[config.mk]
export PLATFORM = sky130hd
export DESIGN_NAME = input_debounce_capture
export DESIGN_NICKNAME = d
export VERILOG_FILES = /design/src/rtl/input_debounce_capture.sv
export SDC_FILE = /design/constraint.sdc
export NUM_CORES = 1
export LEC_CHECK = 0
export CORE_MARGIN = 3
export CORE_UTILIZATION = 57
export CTS_BUF_LIST = sky130_fd_sc_hd__clkbuf_4
export DETAILED_ROUTE_END_ITERATION = 8
export PLACE_DENSITY_LB_ADDON = 0.3
export RECOVER_POWER = 25
export SYNTH_ARGS = -nofsm -noshare
export SYNTH_HDL_FRONTEND = slang
export SYNTH_SLANG_ARGS = --single-unit
export TNS_END_PERCENT = 5
[constraint.sdc]
create_clock -name clk -period 1.7 [get_ports clk]
set_clock_uncertainty 0.05 [all_clocks]
set_input_delay 0.17 -clock clk [delete_from_list [all_inputs] [get_ports clk]]
set_output_delay 0.17 -clock clk [all_outputs]
set_load 0.05 [all_outputs]
[src/rtl/input_debounce_capture.sv]
// Input conditioning: 2-flop sync, per-bit debounce, sticky capture.
// Ports: clk, rst_n, ena, raw_in, latch_mode, clear -> data_out, change_pulse, any_active.
module input_debounce_capture #(
    parameter int unsigned WIDTH           = 8,
    parameter int unsigned DEBOUNCE_CYCLES = 1000
) (
    input  logic             clk,
    input  logic             rst_n,
    input  logic             ena,
    input  logic [WIDTH-1:0] raw_in,
    input  logic             latch_mode,
    input  logic             clear,
    output logic [WIDTH-1:0] data_out,
    output logic             change_pulse,
    output logic             any_active
);

    localparam int unsigned CNT_W = $clog2(DEBOUNCE_CYCLES + 1);
    localparam logic [CNT_W-1:0] CNT_TERM = CNT_W'(DEBOUNCE_CYCLES - 1);

    logic [WIDTH-1:0]            r_sync1;
    logic [WIDTH-1:0]            r_sync2;
    logic [WIDTH-1:0]            r_deb;
    logic [WIDTH-1:0][CNT_W-1:0] r_cnt;
    logic [WIDTH-1:0]            r_sticky;
    logic [WIDTH-1:0]            r_dout;
    logic                        r_pulse;

    logic [WIDTH-1:0]            w_deb_nxt;
    logic [WIDTH-1:0][CNT_W-1:0] w_cnt_nxt;
    logic [WIDTH-1:0]            w_rise;
    logic [WIDTH-1:0]            w_sticky_nxt;
    logic [WIDTH-1:0]            w_dout_nxt;

    // Per-bit debounce: count consecutive mismatching samples, accept
    // the new level on the terminal count, restart on any match.
    always_comb begin
        w_deb_nxt = r_deb;
        w_cnt_nxt = '0;
        for (int i = 0; i < int'(WIDTH); i++) begin
            if (r_sync2[i] != r_deb[i]) begin
                if (r_cnt[i] == CNT_TERM) begin
                    w_deb_nxt[i] = r_sync2[i];
                    w_cnt_nxt[i] = '0;
                end else begin
                    w_cnt_nxt[i] = r_cnt[i] + 1'b1;
                end
            end
        end
    end

    // A press accepted in the same cycle as clear survives the clear.
    always_comb begin
        w_rise       = w_deb_nxt & ~r_deb;
        w_sticky_nxt = clear ? w_rise : (r_sticky | w_rise);
        w_dout_nxt   = latch_mode ? r_sticky : r_deb;
    end

    always_ff @(posedge clk or negedge rst_n) begin
        if (!rst_n) begin
            r_sync1 <= '0;
            r_sync2 <= '0;
        end else begin
            r_sync1 <= raw_in;
            r_sync2 <= r_sync1;
        end
    end

    always_ff @(posedge clk or negedge rst_n) begin
        if (!rst_n) begin
            r_deb    <= '0;
            r_cnt    <= '0;
            r_sticky <= '0;
            r_dout   <= '0;
            r_pulse  <= 1'b0;
        end else if (ena) begin
            r_deb    <= w_deb_nxt;
            r_cnt    <= w_cnt_nxt;
            r_sticky <= w_sticky_nxt;
            r_dout   <= w_dout_nxt;
            r_pulse  <= (w_dout_nxt != r_dout);
        end else begin
            r_pulse  <= 1'b0;
        end
    end

    assign data_out     = r_dout;
    assign change_pulse = r_pulse;
    assign any_active   = |r_dout;

endmodule

==> summary by stage <==
Worst setup path
By startpoint and endpoint, the worst setup path is classified as flip-flop to output port. The maximum fanout along the worst path is 2. The beginning of the worst register-to-register path is r_cnt[11]. The worst reg-to-reg setup slack is 0.01 ns. The worst reg2reg path depth is 6. STA classifies the critical path startpoint as a flip-flop. The worst path arrival time is 1.54 ns.

The critical path ends at any_active. The reg-to-reg critical path endpoint is r_cnt[13]. The type of element capturing the critical path is an output port. The worst endpoint required time is 1.48 ns. In this run the worst setup path begins at data_out[0].

Global routing
The total global-route track usage is 0.234. Entering global routing, the biggest net connects 61 pins. The number of antenna violations at the first check in global routing is 0. The total overflow left after global routing is 0.

The first global-routing pass estimated 21600 um of wire. The number of global-route vias before repair is 4696. The met1 usage is 0.298. In this run the most used layer during global routing was met2. For this run, global-route usage on met2 was measured as 0.383.

The met3 usage in global routing is 0.0558.

Floorplan
The floorplan step set the die width to 108 um. The core footprint is 9910 um2. Row generation in the floorplan step produced 36 rows. For this configuration, the core starts out at a cell density of 0.595.

The number of top-level design ports is 23. The height of the die is 108 um. The total die area is 11600 um2.

Finish
The number of diodes added for antenna fixing is 0. Relative to the synthesized area, the layout overhead comes to 21.1%. The final design area excluding fillers is 7140 um2. The net count of the finished layout is 690. Leaving out filler cells and counting taps, the final layout contains 815. The layout has 729 filler cells. The fraction of layout cells with a size suffix above 1 is 0.211.

Synthesis
In the post-synthesis netlist, the biggest area contributors are dfrtp_1 (51%), xnor2_1 (5.8%), mux2i_1 (3.7%). The main flop type after synthesis is dfrtp_1. The number of different library cells used by synthesis comes to 51. The number of warnings reported in the yosys synthesis log is 0.

The proportion of register bits with asynchronous set or reset after synthesis is 1.00. The synthesized netlist cell count is 576. Synthesis produced a netlist with a net count of 597. In the synthesized netlist, the cells that appear most often are dfrtp_1 (121), nand2_1 (57), nor2_1 (56). The area share of the largest cell type after synthesis is 0.513. The most common cell in the netlist is dfrtp_1.

The share of the Yosys chip area taken by registers is 0.513. The synthesized design spends more area on one cell type than any other, namely dfrtp_1. The count of flip-flops with a built-in enable after synthesis is 0. Dividing the synthesized area by the synthesized cell count gives 10.2 um2.

The cell area that synthesis handed to floorplanning was 5900 um2. In this run, synthesis produced a sequential element count of 121.

STA
Setup violations remaining at the end of the flow were counted as 1. Static timing analysis puts the maximum clock frequency at 570 MHz. Setup repair after global routing could not meet its margin everywhere.

The transition time at the pin with the least slew margin is 0.654 ns. In the post-route analysis, the smallest setup slack over all paths is -0.0557 ns. The final number of max-transition violations is 0. The count of endpoints failing hold in the final timing report was 0. The smallest clock period supported by the final layout is computed as 1.76 ns.

The share of the clock period used by the worst path is 1.03. The worst max-slew margin expressed relative to the limit is 0.564. After routing, the total negative slack on setup checks comes to -0.0557 ns.

Route
Detailed routing inserted a total of 4702 vias. In this run the remaining antenna-violating nets after routing total 0. The routed design has 12800 um of wire. The first-pass iteration count of the detailed router is 5.

The number of design rule violations left after detail routing is 0. The per-cell via count in the routed design is 5.77. The starting DRC count in detailed routing is 331.

After detailed routing, the average wire length per cell comes to 15.7 um.

Clock network
Counting along the longest clock path gives a buffer depth of 2. The number of clock sinks is 121. CTS built an H-tree with a depth of 4. After clock tree synthesis, the clock-pin slew on the worst setup and hold paths is 0.10 ns. CTS placed an instance of clkbuf_4 at the clock tree root. The number of clock buffers added by TritonCTS is 17. The CTS tree is built. At the later pin of the worst-skew pair, clock insertion delay measures 0.51 ns.

Pwr
In this run the power density over the cells is 844 nW/um2. The leakage dissipation is 3.08 nW. VDD sags by at most 0.838 mV.

Placement
The post-placement cell area is 6680 um2. Before CTS, the worst setup slack after placement is -0.177 ns. The count of buffers inserted at the top-level ports is 22. The final estimated routing congestion in global placement is 0.842. The wire-length estimate of the detail-placed layout is 8490 um. The number of cells after detailed placement is 775.

Outcome
The final reports fail on setup timing. The run finished, with violations left.

Worst hold path
The worst min-delay path category is input port to flip-flop.

Job
Max-cap violations in this run came to 0.
[state kept, by name, indices dropped and copies added, names as in the netlist]
register	flops
r_sync2	8
change_pulse	1
r_deb	8
r_sticky	8
data_out	8
r_cnt	80
r_sync1	8
[final cells by class]
type | count | area, um2 | share of cell area
flip-flops and latches | 121 | 3030 | 0.424
multi-input cells | 425 | 2850 | 0.400
well taps | 133 | 166 | 0.0233
repair buffers | 91 | 754 | 0.106
clock inverters | 11 | 129 | 0.0180
clock buffers | 21 | 158 | 0.0221
inverters | 13 | 48.8 | 0.00683
[per-stage QoR]
step	hold slack (ns)	util	total power, mW
6_report	0.119	0.721	6.03
2_1_floorplan	-0.176	-	3.60
3_3_place_gp	0.0571	0.674	3.91
3_5_place_dp	0.0613	0.674	3.95
4_1_cts	0.00309	0.712	6.05
5_1_grt	0.0905	0.721	6.31
[cell usage in the layout (no fill, tap or decap), types with 6 or more instances in the layout]
cell type	instances
buf_4	70
o21ai_0	28
inv_1	12
clkbuf_4	22
dfrtp_1	118
a21oi_1	22
nand2_1	54
mux2i_1	22
nor3_1	26
xor2_1	7
xnor2_1	39
nor4_1	6
o2bb2ai_1	20
nor2_1	54
nand4_1	10
nand3_1	36
nand2b_1	17
dlygate4sd3_1	12
[worst max-delay path, stage by stage (launching register included)]
cell	delay, ns
dfrtp_2	0.44
nor4_4	0.31
nand2_2	0.11
buf_6	0.17
[cell families (layout without fill, tap and decap cells)]
| family | after synthesis | in the layout | synth area share |
|---|---|---|---|
| AO/OA/AOI/OAI | 100 | 100 | 0.118 |
| buffers and inverters | 30 | 136 | 0.0216 |
| adder cells (fa/ha/maj) | 8 | 8 | 0.0170 |
| multiplexers | 30 | 30 | 0.0558 |
| XOR/XNOR | 48 | 48 | 0.0713 |
| flip-flops | 121 | 121 | 0.513 |
| AND/OR/NAND/NOR | 239 | 239 | 0.203 |
[power by group]
| part | internal [mW] | leakage (nW) | total [mW] | switching, mW |
|---|---|---|---|---|
| sequential | 3.02 | 1.61 | 3.19 | 0.169 |
| clock | 1.06 | 0.160 | 2.08 | 1.02 |
| combinational | 0.335 | 1.31 | 0.758 | 0.423 |
| total | 4.42 | 3.08 | 6.03 | 1.61 |
[routing by layer]
metal / wire [um] / part of all wire / vias up
li1: - / - / 2250
met1: 5560 / 0.43 / 2340
met2: 6560 / 0.51 / 95
met3: 496 / 0.039 / 17
met4: 181 / 0.014 / 0
met5: 0 / 0 / -
[worst min path at each step]
stage / end / startpoint / slack [ns] / cells after the start
5_1_grt: r_cnt[0] / ena / 0.09 / 4
6_report: change_pulse / ena / 0.12 / 3
3_3_place_gp: r_cnt[28] / rst_n / 0.06 / 1
3_5_place_dp: r_cnt[24] / rst_n / 0.06 / 1
4_1_cts: r_sync1[3] / raw_in[3] / 0.003 / 1
2_1_floorplan: change_pulse / rst_n / -0.18 / 0
[repair_timing]
action                                 in CTS  in global routing
buffers inserted                            4                  0
pin swaps                                   2                  5
endpoints found under the hold margin     122                  2
setup endpoints to repair                   2                 31
hold buffers                                2                  2
gates resized for setup                     8                 21
Power figures use the tool's default switching activity.
